**src/rtl/overlay_draw_scheduler_pkg.sv**
```systemverilog
// Shared definitions for the overlay draw scheduler: op codes, command field
// offsets, clear row bounds per bank, and the FSM state type.
package overlay_draw_scheduler_pkg;

  localparam logic [1:0] OP_CLEAR = 2'b00;
  localparam logic [1:0] OP_ASCII = 2'b01;
  localparam logic [1:0] OP_RECT  = 2'b10;
  localparam logic [1:0] OP_RSVD  = 2'b11;

  // Rows cleared when preparing each bank for drawing.
  localparam int BANK0_Y1 = 128;
  localparam int BANK0_Y2 = 191;
  localparam int BANK1_Y1 = 0;
  localparam int BANK1_Y2 = 127;

  // Command layout, LSB first: y2, x2, y1, x1, ascii, color, op.
  function automatic int ofs_x2(input int l_w);
    return l_w;
  endfunction

  function automatic int ofs_y1(input int l_w);
    return 2 * l_w;
  endfunction

  function automatic int ofs_x1(input int l_w);
    return 3 * l_w;
  endfunction

  function automatic int ofs_ascii(input int l_w);
    return 4 * l_w;
  endfunction

  function automatic int ofs_color(input int l_w, input int a_w);
    return 4 * l_w + a_w;
  endfunction

  function automatic int ofs_op(input int l_w, input int a_w);
    return 4 * l_w + a_w + 3;
  endfunction

  function automatic logic [7:0] sat_inc(input logic [7:0] v, input logic inc);
    return (inc && v != 8'hff) ? v + 8'd1 : v;
  endfunction

  // ST_CLEAR is reserved; a clear travels through ISSUE/WAIT_DONE like any command.
  typedef enum logic [2:0] {
    ST_IDLE,
    ST_CLEAR,
    ST_ARB,
    ST_ISSUE,
    ST_WAIT_DONE
  } state_t;

endpackage

```
**src/rtl/overlay_draw_scheduler_rr_arbiter.sv**
```systemverilog
// Round-robin pick: first requester at or after the pointer wins; the pointer
// moves past the winner whenever the grant is taken.
module rr_arbiter_n #(
  parameter int N = 4
) (
  input  logic                 sys_clk,
  input  logic                 sys_rst_n,
  input  logic [N-1:0]         req,
  input  logic                 advance,
  output logic [N-1:0]         grant,
  output logic [$clog2(N)-1:0] grant_idx,
  output logic                 any
);

  localparam int IDX_W = $clog2(N);

  logic [IDX_W-1:0] ptr;
  logic [IDX_W-1:0] cand;

  // NOTE: every always_comb output gets a default first, so no latch is inferred.
  always_comb begin
    grant_idx = '0;
    any       = 1'b0;
    cand      = '0;
    // Walk downwards so the smallest offset from ptr is assigned last and wins.
    for (int i = N - 1; i >= 0; i--) begin
      cand = IDX_W'((int'(ptr) + i) % N);
      if (req[cand]) begin
        grant_idx = cand;
        any       = 1'b1;
      end
    end
    grant = any ? (N'(1) << grant_idx) : '0;
  end

  // NOTE: sequential state uses non-blocking assignments only.
  always_ff @(posedge sys_clk or negedge sys_rst_n) begin
    if (!sys_rst_n) begin
      ptr <= '0;
    end else if (advance) begin
      ptr <= (grant_idx == IDX_W'(N - 1)) ? '0 : grant_idx + 1'b1;
    end
  end

endmodule

```
**src/rtl/overlay_draw_scheduler.sv**
```systemverilog
// Request-driven scheduler for the shared overlay draw engine: clears the
// inactive bank at each frame start, then serves requesters round-robin.
module overlay_draw_scheduler
  import overlay_draw_scheduler_pkg::*;
#(
  parameter int L_W   = 8,
  parameter int A_W   = 8,
  parameter int N_REQ = 4,
  parameter int CMD_W = 2 + 3 + A_W + 4 * L_W
) (
  input  logic                   sys_clk,
  input  logic                   sys_rst_n,
  input  logic                   i_vs,
  input  logic [N_REQ-1:0]       i_req_valid,
  input  logic [N_REQ*CMD_W-1:0] i_req_cmd,
  output logic [N_REQ-1:0]       o_req_ready,
  output logic                   o_eng_valid,
  input  logic                   i_eng_ready,
  input  logic                   i_eng_done,
  output logic [1:0]             o_op,
  output logic [2:0]             o_color,
  output logic [A_W-1:0]         o_ascii,
  output logic [L_W-1:0]         o_x1,
  output logic [L_W-1:0]         o_y1,
  output logic [L_W-1:0]         o_x2,
  output logic [L_W-1:0]         o_y2,
  output logic                   o_bank,
  output logic                   o_overrun,
  output logic [7:0]             o_frame_cmds
);

  localparam int IDX_W     = $clog2(N_REQ);
  localparam int X2_LSB    = ofs_x2(L_W);
  localparam int Y1_LSB    = ofs_y1(L_W);
  localparam int X1_LSB    = ofs_x1(L_W);
  localparam int ASCII_LSB = ofs_ascii(L_W);
  localparam int COLOR_LSB = ofs_color(L_W, A_W);
  localparam int OP_LSB    = ofs_op(L_W, A_W);

  state_t           state;
  logic             vs_q;
  logic             fs_q;
  logic             pending_clear;
  logic [7:0]       run_cnt;
  logic [N_REQ-1:0] grant;
  logic [IDX_W-1:0] grant_idx;
  logic             any_req;
  logic             idle_like;
  logic             clear_now;
  logic             grant_en;
  logic             busy;
  logic             done_inc;
  logic             next_bank;
  logic [CMD_W-1:0] sel_cmd;

  rr_arbiter_n #(.N(N_REQ)) u_arb (
    .sys_clk   (sys_clk),
    .sys_rst_n (sys_rst_n),
    .req       (i_req_valid),
    .advance   (grant_en),
    .grant     (grant),
    .grant_idx (grant_idx),
    .any       (any_req)
  );

  assign idle_like   = (state == ST_IDLE) || (state == ST_ARB);
  assign clear_now   = fs_q || pending_clear;
  // Gated by reset so the accept pulse stays low while the block is held in reset.
  assign grant_en    = sys_rst_n && idle_like && !clear_now && any_req;
  assign o_req_ready = grant_en ? grant : '0;
  assign sel_cmd     = i_req_cmd[int'(grant_idx) * CMD_W +: CMD_W];
  assign busy        = pending_clear ||
                       !((state == ST_IDLE) || (state == ST_ARB && !(|i_req_valid)));
  assign done_inc    = (state == ST_WAIT_DONE) && i_eng_done && (o_op != OP_CLEAR);
  // A clear issued in the frame-start cycle targets the bank being toggled to.
  assign next_bank   = fs_q ? ~o_bank : o_bank;

  always_ff @(posedge sys_clk or negedge sys_rst_n) begin
    if (!sys_rst_n) begin
      state         <= ST_IDLE;
      vs_q          <= 1'b0;
      fs_q          <= 1'b0;
      pending_clear <= 1'b0;
      run_cnt       <= '0;
      o_eng_valid   <= 1'b0;
      o_op          <= OP_CLEAR;
      o_color       <= '0;
      o_ascii       <= '0;
      o_x1          <= '0;
      o_y1          <= '0;
      o_x2          <= '0;
      o_y2          <= '0;
      o_bank        <= 1'b0;
      o_overrun     <= 1'b0;
      o_frame_cmds  <= '0;
    end else begin
      vs_q <= i_vs;
      fs_q <= i_vs & ~vs_q;

      if (fs_q) begin
        o_bank        <= ~o_bank;
        o_frame_cmds  <= sat_inc(run_cnt, done_inc);
        run_cnt       <= '0;
        o_overrun     <= busy;
        pending_clear <= 1'b1;
      end else begin
        run_cnt <= sat_inc(run_cnt, done_inc);
      end

      // The FSM's pending_clear write below overrides the frame-start set above
      // when the clear is issued in that same cycle (last non-blocking write wins).
      case (state)
        ST_IDLE, ST_ARB: begin
          if (clear_now) begin
            pending_clear <= 1'b0;
            state         <= ST_ISSUE;
            o_eng_valid   <= 1'b1;
            o_op          <= OP_CLEAR;
            o_color       <= '0;
            o_ascii       <= '0;
            o_x1          <= '0;
            o_x2          <= '1;
            o_y1          <= next_bank ? L_W'(BANK1_Y1) : L_W'(BANK0_Y1);
            o_y2          <= next_bank ? L_W'(BANK1_Y2) : L_W'(BANK0_Y2);
          end else if (grant_en) begin
            if (sel_cmd[OP_LSB +: 2] == OP_RSVD) begin
              state <= ST_ARB;
            end else begin
              state       <= ST_ISSUE;
              o_eng_valid <= 1'b1;
              o_op        <= sel_cmd[OP_LSB +: 2];
              o_color     <= sel_cmd[COLOR_LSB +: 3];
              o_ascii     <= sel_cmd[ASCII_LSB +: A_W];
              o_x1        <= sel_cmd[X1_LSB +: L_W];
              o_y1        <= sel_cmd[Y1_LSB +: L_W];
              o_x2        <= sel_cmd[X2_LSB +: L_W];
              o_y2        <= sel_cmd[0 +: L_W];
            end
          end else begin
            state <= ST_IDLE;
          end
        end
        ST_ISSUE: begin
          if (i_eng_ready) begin
            o_eng_valid <= 1'b0;
            state       <= ST_WAIT_DONE;
          end
        end
        ST_WAIT_DONE: begin
          if (i_eng_done) state <= ST_ARB;
        end
        default: state <= ST_IDLE;
      endcase
    end
  end

endmodule

```
**config.mk**
```make
export PLATFORM = sky130hd
export DESIGN_NAME = overlay_draw_scheduler
export DESIGN_NICKNAME = d
export VERILOG_FILES = /design/src/rtl/overlay_draw_scheduler_pkg.sv /design/src/rtl/overlay_draw_scheduler_rr_arbiter.sv /design/src/rtl/overlay_draw_scheduler.sv
export SDC_FILE = /design/constraint.sdc
export NUM_CORES = 1
export LEC_CHECK = 0
export CAP_MARGIN = 40
export CORE_ASPECT_RATIO = 0.9
export CORE_MARGIN = 2
export CORE_UTILIZATION = 36
export DETAILED_ROUTE_END_ITERATION = 8
export PLACE_DENSITY = 0.78
export SKIP_LAST_GASP = 1
export SYNTH_ARGS = -nofsm -noshare
export SYNTH_HDL_FRONTEND = slang
export SYNTH_SLANG_ARGS = --single-unit
```
**constraint.sdc**
```tcl
create_clock -name sys_clk -period 1.9 [get_ports sys_clk]
set_input_delay 0.38 -clock sys_clk [delete_from_list [all_inputs] [get_ports sys_clk]]
set_output_delay 0.38 -clock sys_clk [all_outputs]
set_load 0.01 [all_outputs]
```
Word level (Yosys, flattened, before mapping)
Cells that the tools add are included.

Logic and storage cells: 125. Output and inout port bits: 60. Bits of input ports: 189. Bits in registers: 72.

Bitwise logic cells: 3. Reductions and logical operators: 23. Multipliers: 1. Mux-type cells: 59. Add/sub/neg operators: 5. Shift operators: 2. Equality and inequality tests: 11. Magnitude comparators: 4.

Operators with widths (number): $shiftx 180x9->45 (1); $mux 8 (19); $mux 3 (7); $mux 1 (17); $mux 2 (8); $lt 2x3->1 const B (4); $pmux 3 s3 (1); $add 8x1->8 const B (1); $bmux 1 s2 (4); $mul 2x6->8 const B (1); $mux 4 (2); $ne 8x8->1 const B (1); $logic_and 1x1->1 (7); $eq 3x2->1 const B (2); $ne 2x2->1 const B (3); $ne 3x3->1 const B (2); $reduce_bool 2->1 (3); $add 2x1->2 const B (2); $add 2x2->2 const B (2); $eq 2x2->1 const B (2); $logic_or 1x1->1 (4); $reduce_and 4->1 (1); $reduce_or 4->1 (1); $shl 1x2->4 const A (1); 9 further kinds (12).

Logic depth before layout (Yosys ltp)
Gate-level depths: netlist of the first run.

Word-level depth: 14. Gate-level depth with buffers: 10. Mapped depth without buffers: 8.

By module
Synthesis of the first run repeated with hierarchy kept, for this count alone.

Cells, all modules: 396. Area total of the unflattened synthesis: 4524.3 µm².

Modules (own cells, without submodules): overlay_draw_scheduler (times used 1, cells each 364, area an instance 4247.8 µm², sequential area each 1751.7 µm²); rr_arbiter_n (times used 1, cells each 32, area an instance 276.5 µm², sequential area each 50.0 µm²).

Least setup slack after synthesis of the first run
OpenSTA, ideal clock, no wires.

Kind: flip-flop to output port. Start: reg u_arb.ptr[1]. End: out o_req_ready[3]. Slack: -0.226 ns. Stages on the path, launching flop included: 9. Data required time: 1.520 ns. Arrival: 1.746 ns. Path buffers: 3. Cell sequence: dfrtp_1 -> and2_4 -> o211a_1 -> nor2_1 -> buf_4 -> buf_6 -> buf_6 -> ha_1 -> and2_1.

Longest elaborated chain between the ends: 10. Elaborated cells on any way between the ends: 23. Classes of those cells: add/sub: 3; shift: 1; mux: 18; reduce/logical: 1.

RTL lines: from (decl) (line overlay_draw_scheduler_rr_arbiter.sv:17) `logic [IDX_W-1:0] ptr;`; from (signal assigned) (line overlay_draw_scheduler_rr_arbiter.sv:41) `ptr <= (grant_idx == IDX_W'(N - 1)) ? '0 : grant_idx + 1'b1;`; $add 2x2->2 (line overlay_draw_scheduler_rr_arbiter.sv:27) `cand = IDX_W'((int'(ptr) + i) % N);`; $bmux 1 s2 (line overlay_draw_scheduler_rr_arbiter.sv:28) `if (req[cand]) begin`; $mux 1 (not written as such) (line overlay_draw_scheduler_rr_arbiter.sv:28); $mux 2 (4 in a row) (line overlay_draw_scheduler_rr_arbiter.sv:28); $shl 1x2->4 (line overlay_draw_scheduler_rr_arbiter.sv:33) `grant = any ? (N'(1) << grant_idx) : '0;`; $mux 4 (line overlay_draw_scheduler_rr_arbiter.sv:33); $mux 4 (*) (line overlay_draw_scheduler.sv:70) `assign o_req_ready = grant_en ? grant : '0;`; to (decl) (line overlay_draw_scheduler.sv:16) `output logic [N_REQ-1:0] o_req_ready,`.

Every way passes the cells marked *; elsewhere a longest branch is shown, timed or not. The select of a mux whose other input is x is not followed.

Final worst setup path of the first run
Start: reg u_arb.ptr[1]. End: out o_req_ready[0].

The elaborated chain is that of the path after synthesis.

==> results of run 1 <==
[logic make-up after synthesis]
kind of cell | after synthesis
XOR/XNOR | 6
AO/OA/AOI/OAI | 133
flip-flops | 72
multiplexers | 77
AND/OR/NAND/NOR | 124
adder cells (fa/ha/maj) | 5
buffers and inverters | 42
[routing by layer]
metal  up-vias  track usage [%]  share of wire (%)
met2       202            41.78                 50
met4         0            7.126                2.2
met5         -                0                  0
met1      2308            27.12                 41
met3        39            6.302                7.7
li1       2277                -                  -
[placed cells by master (no fill, tap or decap), types with 12 or more instances in the layout]
cell and n:
mux2i_1 46, o22a_1 14, a21oi_1 24, buf_4 50
a211oi_1 14, o21ai_1 19, clkdlybuf4s50_1 239, dfrtp_1 72
nand2_1 36, a22o_1 26, o21ai_0 12, and3_1 17
nor2_1 20, mux2_2 21, clkbuf_16 15
[critical path, delay by kind of cell, from the launching register on]
kind / cells / cell delay (ps)
flops: 1 / 450
mux: 1 / 240
simple gates: 3 / 370
fa+ha+maj: 1 / 170
buf+inv: 3 / 370
[final timing paths]
path / start / end / slack [ps]
max in group asynchronous: sys_rst_n / o_x1[2] / 1190
worst max-delay path: u_arb.ptr[1] / o_req_ready[0] / -420
min in group sys_clk: vs_q / fs_q / 410
worst min register to register: vs_q / fs_q / 410
worst max register to register: u_arb.ptr[1] / o_x2[6] / -390
worst min-delay path: sys_rst_n / run_cnt[2] / 150
[flip-flops by register name, summed over array words and instances (netlist names), 2 cells and up]
register / cells
o_ascii: 8
o_frame_cmds: 8
o_x1: 8
o_x2: 8
o_y1: 8
o_y2: 8
run_cnt: 8
o_color: 3
state: 3
o_op: 2
u_arb.ptr: 2
[Yosys cell counts, drive strengths merged, types with 5 or more instances]
| master | instances |
|---|---|
| ha | 5 |
| a22o | 26 |
| and2 | 8 |
| mux2 | 30 |
| clkbuf | 15 |
| nand2 | 37 |
| xor2 | 5 |
| nand2b | 7 |
| nor2b | 7 |
| nor2 | 23 |
| o22a | 14 |
| mux2i | 47 |
| nand3 | 12 |
| inv | 9 |
| buf | 18 |
| a211oi | 14 |
| o21ai | 38 |
| and3 | 17 |
| a21oi | 25 |
| dfrtp | 72 |
[cell type report]
class / count / area [sq um]
clock inverters: 7 / 62.56
multi-input cells: 345 / 2756
inverters: 9 / 33.78
well taps: 160 / 200.2
flip-flops and latches: 72 / 1802
clock buffers: 9 / 225.2
fillers: 922 / 3847
repair buffers: 316 / 3244
[power breakdown]
part,total (mW),leakage (nW),switching [mW],internal [mW]
clock,1.64,0.139,0.727,0.912
sequential,2.31,0.882,0.311,2.00
combinational,6.15,2.49,2.80,3.35
[per-stage QoR]
step / std cells / area (sq um) / setup slack [ps] / hold WS, ps / util, %
floorplan: 459 / 4667 / -77.37 / 84.41 / -
global placement: 882 / 7555 / -920.6 / 382.9 / 62.07
detailed placement: 883 / 7582 / -961.6 / 399.7 / 62.29
CTS: 906 / 8039 / -375.8 / 127.8 / 66.05
global route: 918 / 8324 / -455.4 / 144.0 / 68.39
finish: 918 / 8324 / -421.8 / 145.1 / 68.39
[repair_timing]
item,CTS,global route
pin swaps,8,35
endpoints found under the setup margin,52,62
setup buffers,6,5
hold buffers,0,0
cloned,1,7
resized for setup,47,22
==> results.md, run 1 <==
- Final worst slack: -421.8 ps
- Antenna violation net count after detailed routing: 0
- Num CTS Buffers: 9
- Via density: 5.257
- Dominant cells by area after synthesis: dfrtp_1 (40%), mux2i_1 (10%), mux2_2 (5.2%)
- WP data arrival: 1940 ps
- Max clock buf depth: 2
- Die height: about 110 um
- GPL Wtd Cong: 0.9035
- Yosys warns: 0
- Ys async rst share: 100.0%
- Post-Synth XOR/XNOR Area: 1.158%
- Cell mode on critical path: buf_6
- Startpoint class of the critical path: flop
- Status: complete, but fails checks
- Final net count: between 900 and 1k
- Power Density: 1214 mW/mm^2
- Synth top area share: 39.70%
- WP data required: 1520 ps
- Crit end category: output port
- Adder-Cell Fraction of Synth Area: 1.379%
- R2r worst-path depth: 11
- Tot GR Track Use: 23.48%
- Post-Syn Nets: 653
- Largest net degree at the start of global routing: 57
- Top_reg_cell synth: dfrtp_1
- Final Skew: approximately 6.2 ps
- Clock tree root driver cell: clkbuf_16
- Peak supply drop: 0.0005854 V
- CTS tree: yes
- Final period utilization: 122.2%
- Rel. slew slack: between 70% and 80%
- WL per Instance: 18.85 um
- Avg Synthesized Cell Area: 9.887 sq um
- Share of cells above drive strength 1: 20.84%
- Slowest stage delay, CP: 450 ps
- Worst-margin pin slew: approximately 400 ps
- Worst path slowest cell: dfrtp_1
- Total power draw: 10.11 mW
- CP Cell Sequence: buf_6 -> mux2i_2 -> nor2_2 -> nor3_4 -> inv_2 -> ha_4 -> and2_4 -> buf_6
- Largest family of logic cells by synthesized area: compound AO/OA/AOI/OAI gates
- DP Wirelength: approximately 12000 um
- Via count: 4826
- Post-synthesis compound-gate area fraction: slightly above 20%
- Max cap viols: 0
- Initial core utilization: between 30% and 40%
- Initial DRC count: 188
- P&R area growth vs syn: 83.43%
- Clock sinks: 72
- Die ar.: 0.01352 sq mm
- Final TNS setup: -17270 ps
- Post-Synthesis Cells: between 400 and 500
- Worst Hold Class: primary input to async pin
- Leak Pwr: 3.514 nW
- Setup-failing EPs final: 51
- Synthesized area: 0.004538 sq mm
- I/O Pins: 249
- RSZ-0062 raised after global routing: yes
- Port-buffer cells: 248
- Register area share after synthesis: between 30% and 40%
- Core area: roughly 0.012 sq mm
- Max FO, Critical Path: 5
- WL final: around 17000 um
- Maximum clock frequency: 430.7 MHz
- Vias in the first global route: a little under 5k
- Later-pin clock latency in the skew report: 330 ps
- Mux contribution to synthesized area: 17.81%
- Synth unique cells: 49
- Drt drc: 0
- Simple-Gate Fraction of Synth Area: roughly 14%
- Area leader, netlist: dfrtp_1
- Grt total ovfl: 0
- Htree depth: 3
- Row Count: 38
- CP Class: flop to output port
- Failing checks: negative setup slack
- EDFF count, synth: 0
- Die width: approximately 120 um
- Initial antenna violation count: 0
- Final Hold Viols: 0
- Global-route wire length before repair: 25030 um
- Yosys reg bits: 72
- Final min period: 2322 ps
- Router iterations before antenna repair: 4
- ANT cells: 0
- Max Slew Vio Count: 0
- Clock transition at the registers of the reported paths: about 70 ps
No activity file was read; power rests on OpenSTA's default activity.
==> run 2, diff against run 1 <==
--- a/config.mk
+++ b/config.mk
@@ -7,7 +7,7 @@
 export LEC_CHECK = 0
 export CAP_MARGIN = 40
 export CORE_ASPECT_RATIO = 0.9
-export CORE_MARGIN = 2
+export CORE_MARGIN = 4
 export CORE_UTILIZATION = 36
 export DETAILED_ROUTE_END_ITERATION = 8
 export PLACE_DENSITY = 0.78
==> run 2 against run 1 <==
  * Non-clock buffer count down 4
  * Setup slack worse by 20 ps
  * Via count down 1.2%
  * Global-route usage down 1.4 points
  * First-iteration DRC count up 39%
  * Wire length up 2.2%
  * Critical path depth up 2
  * The flow still finishes with violations (negative setup slack)
  * Worst hold slack worse by 27 ps
  * Core utilization down 0.32 points
  * Critical path type is now flop to flop
==> results.md, run 2 (same netlist as run 1, synthesis figures left out) <==
- Status: complete, but fails checks
- Failing checks: negative setup slack
- Final period utilization: 123.3% (+1.0 points)
- Power Density: 1222 mW/mm^2 (+0.68%)
- Startpoint class of the critical path: flop
- Internal: 6.326 mW (+0.99%)
- Max cap viols: 0 (unchanged)
- Sequential power share: 22.9% (about the same)
- Antenna violation net count after detailed routing: 0 (unchanged)
- ANT cells: 0 (unchanged)
- Rel. slew slack: 67.29% (-5.7 points)
- Clock tree root driver cell: clkbuf_16
- Initial core utilization: 37.28% (unchanged)
- Router iterations before antenna repair: 4 (unchanged)
- Final net count: 943 (-0.42%)
- Setup-failing EPs final: 51 (unchanged)
- Final Skew: 10.36 ps (+4.166 ps)
- Global-route wire length before repair: 25920 um (+3.6%)
- WL per Instance: 19.35 um (+2.7%)
- I/O Pins: 249 (unchanged)
- Die height: 114.5 um (+3.6%)
- Worst Hold Class: primary input to async pin
- Cell area after layout: 0.008285 sq mm (-0.47%)
- Most common cell after layout, fill and taps aside: clkdlybuf4s50_1
- Crit end category: flop
- Final min period: 2342 ps (+19.94 ps)
- R2r endpoint: o_op[0]
- Pre-CTS WS: -991.2 ps (-29.58 ps)
- R2r setup slk: -440 ps (-50 ps)
- Initial DRC count: 261 (+39%)
- Share of cells above drive strength 1: 20.29% (-0.55 points)
- R2r worst-path depth: 10 (-1)
- WP data arrival: 2600 ps (+660 ps)
- Grt total ovfl: 0 (unchanged)
- Worst path slowest cell: dfrtp_2
- CP Class: flop to flop
- Die width: 126.4 um (+3.3%)
- FF-to-FF Start: u_arb.ptr[1]
- # fillers: 945 (+2.5%)
- Max Slew Vio Count: 0 (unchanged)
- Initial antenna violation count: 0 (unchanged)
- CP Cell Sequence: and2_4 -> and2_4 -> nor3_4 -> buf_6 -> buf_6 -> nand3_4 -> buf_4 -> and2_4 -> nor4_1 -> a221o_1
- Core area: 0.01217 sq mm (unchanged)
- RSZ-0062 raised after global routing: yes
- Slowest stage delay, CP: 450 ps (about the same)
- Most frequent cells in the layout: clkdlybuf4s50_1 (239), dfrtp_1 (71), mux2i_1 (47), buf_4 (45), nand2_1 (36)
- Later-pin clock latency in the skew report: 330 ps (about the same)
- Switching Fraction: 37.53% (-0.48 points)
- Port-buffer cells: 248 (unchanged)
- Peak supply drop: 0.0007647 V (+31%)
- Via count: 4767 (-1.2%)
- Via density: 5.216 (-0.79%)
- Final Hold Viols: 0 (unchanged)
- Combinational share of power: 59.7% (-1.2 points)
- Final worst slack: -441.8 ps (-19.94 ps)
- Vias in the first global route: 4995 (+1.7%)
- Num CTS Buffers: 9 (unchanged)
- Multi-input gate area: 0.002775 sq mm (+0.68%)
- Psw: 3.800 mW (-1.1%)
- GPL Wtd Cong: 0.9470 (+4.8%)
- Maximum clock frequency: 427.0 MHz (-0.85%)
- Tot GR Track Use: 22.12% (-1.4 points)
- Largest net degree at the start of global routing: 42 (-26%)
- Drt drc: 0 (unchanged)
- Row Count: 38 (unchanged)
- P&R area growth vs syn: 82.58%
- Clock sinks: 72 (unchanged)
- Register area: 0.001803 sq mm (about the same)
- WL final: 17680 um (+2.2%)
- Max FO, Critical Path: 6 (+1)
- Max clock buf depth: 2 (unchanged)
- Worst-margin pin slew: 488.9 ps (+85.05 ps)
- WP data required: 2160 ps (+640 ps)
- CTS tree: yes
- Leak Pwr: 3.517 nW (about the same)
- Die ar.: 0.01447 sq mm (+7.0%)
- Dpl cell area: 0.007562 sq mm (-0.26%)
- Cell mode on critical path: and2_4
- Clk pwr share: 17.4% (+1.2 points)
- Cts hold-fix bufs: 0 (unchanged)
- Clock transition at the registers of the reported paths: 70 ps (about the same)
- Htree depth: 3 (unchanged)
- DP Wirelength: 13270 um (+9.5%)
## run 2: metal layers
layer	GRT usage, %	up-vias	wire length [um]
met5	0	-	0
met4	5.718	0	295
met3	4.198	20	970
met2	41.01	176	9259
met1	26.27	2300	7159
li1	-	2271	-
## run 2: worst max-delay path by stage
stage / slack [ps] / from / to / depth (start not counted)
finish: -440 / u_arb.ptr[1] / o_op[0] / 10
CTS: -370 / u_arb.ptr[1] / o_req_ready[2] / 8
global route: -480 / u_arb.ptr[1] / o_y1[7] / 9
floorplan: -80 / u_arb.ptr[1] / o_ascii[0] / 9
global placement: -940 / i_req_valid[2] / o_req_ready[2] / 6
detailed placement: -990 / i_req_valid[2] / o_req_ready[2] / 6
## run 2: layout make-up
cell class / instances / share of cell area [%]
Inverter: 9 / 0.5587
Tap cell: 160 / 2.416
Multi-Input combinational cell: 345 / 33.49
Clock inverter: 7 / 1.027
Timing Repair Buffer: 312 / 38.02
Clock buffer: 9 / 2.718
Sequential cell: 72 / 21.76
## run 2: per-stage QoR
stage / cells / hold WS (ps) / TNS (ps) / utilization [%] / power (mW)
after floorplan: 459 / 84.41 / -850.2 / - / 5.324
after global placement: 882 / 384.2 / -42290 / 61.97 / 7.466
after detailed placement: 883 / 386.4 / -45840 / 62.13 / 7.626
after CTS: 906 / 116.5 / -16400 / 65.83 / 9.657
after global routing: 914 / 151.3 / -22250 / 68.07 / 10.70
final: 914 / 118.3 / -18890 / 68.07 / 10.13
## run 2: power by group through the flow
stage | sequential (mW) | clock (mW) | combinational (mW)
floorplan | 2.48 | 0 | 2.84
global placement | 2.29 | 0 | 5.17
CTS | 2.30 | 1.79 | 5.57
finish | 2.32 | 1.76 | 6.05
detailed placement | 2.32 | 0 | 5.30
global route | 2.38 | 1.86 | 6.46
## run 2: worst max-delay path: cells and delay by family, from the launching register on
family / cells / cell delay [ps]
buffers and inverters: 3 / 420
and+or+nand+nor: 6 / 1160
DFF: 1 / 450
AOI/OAI and AO/OA: 1 / 230
## run 2: timing repair
| action | 4_1_cts | 5_1_grt |
|---|---|---|
| resized for setup | 49 | 30 |
| pin swaps | 8 | 18 |
| endpoints found under the setup margin | 52 | 62 |
| gates cloned | 0 | 5 |
| setup buffers | 7 | 5 |
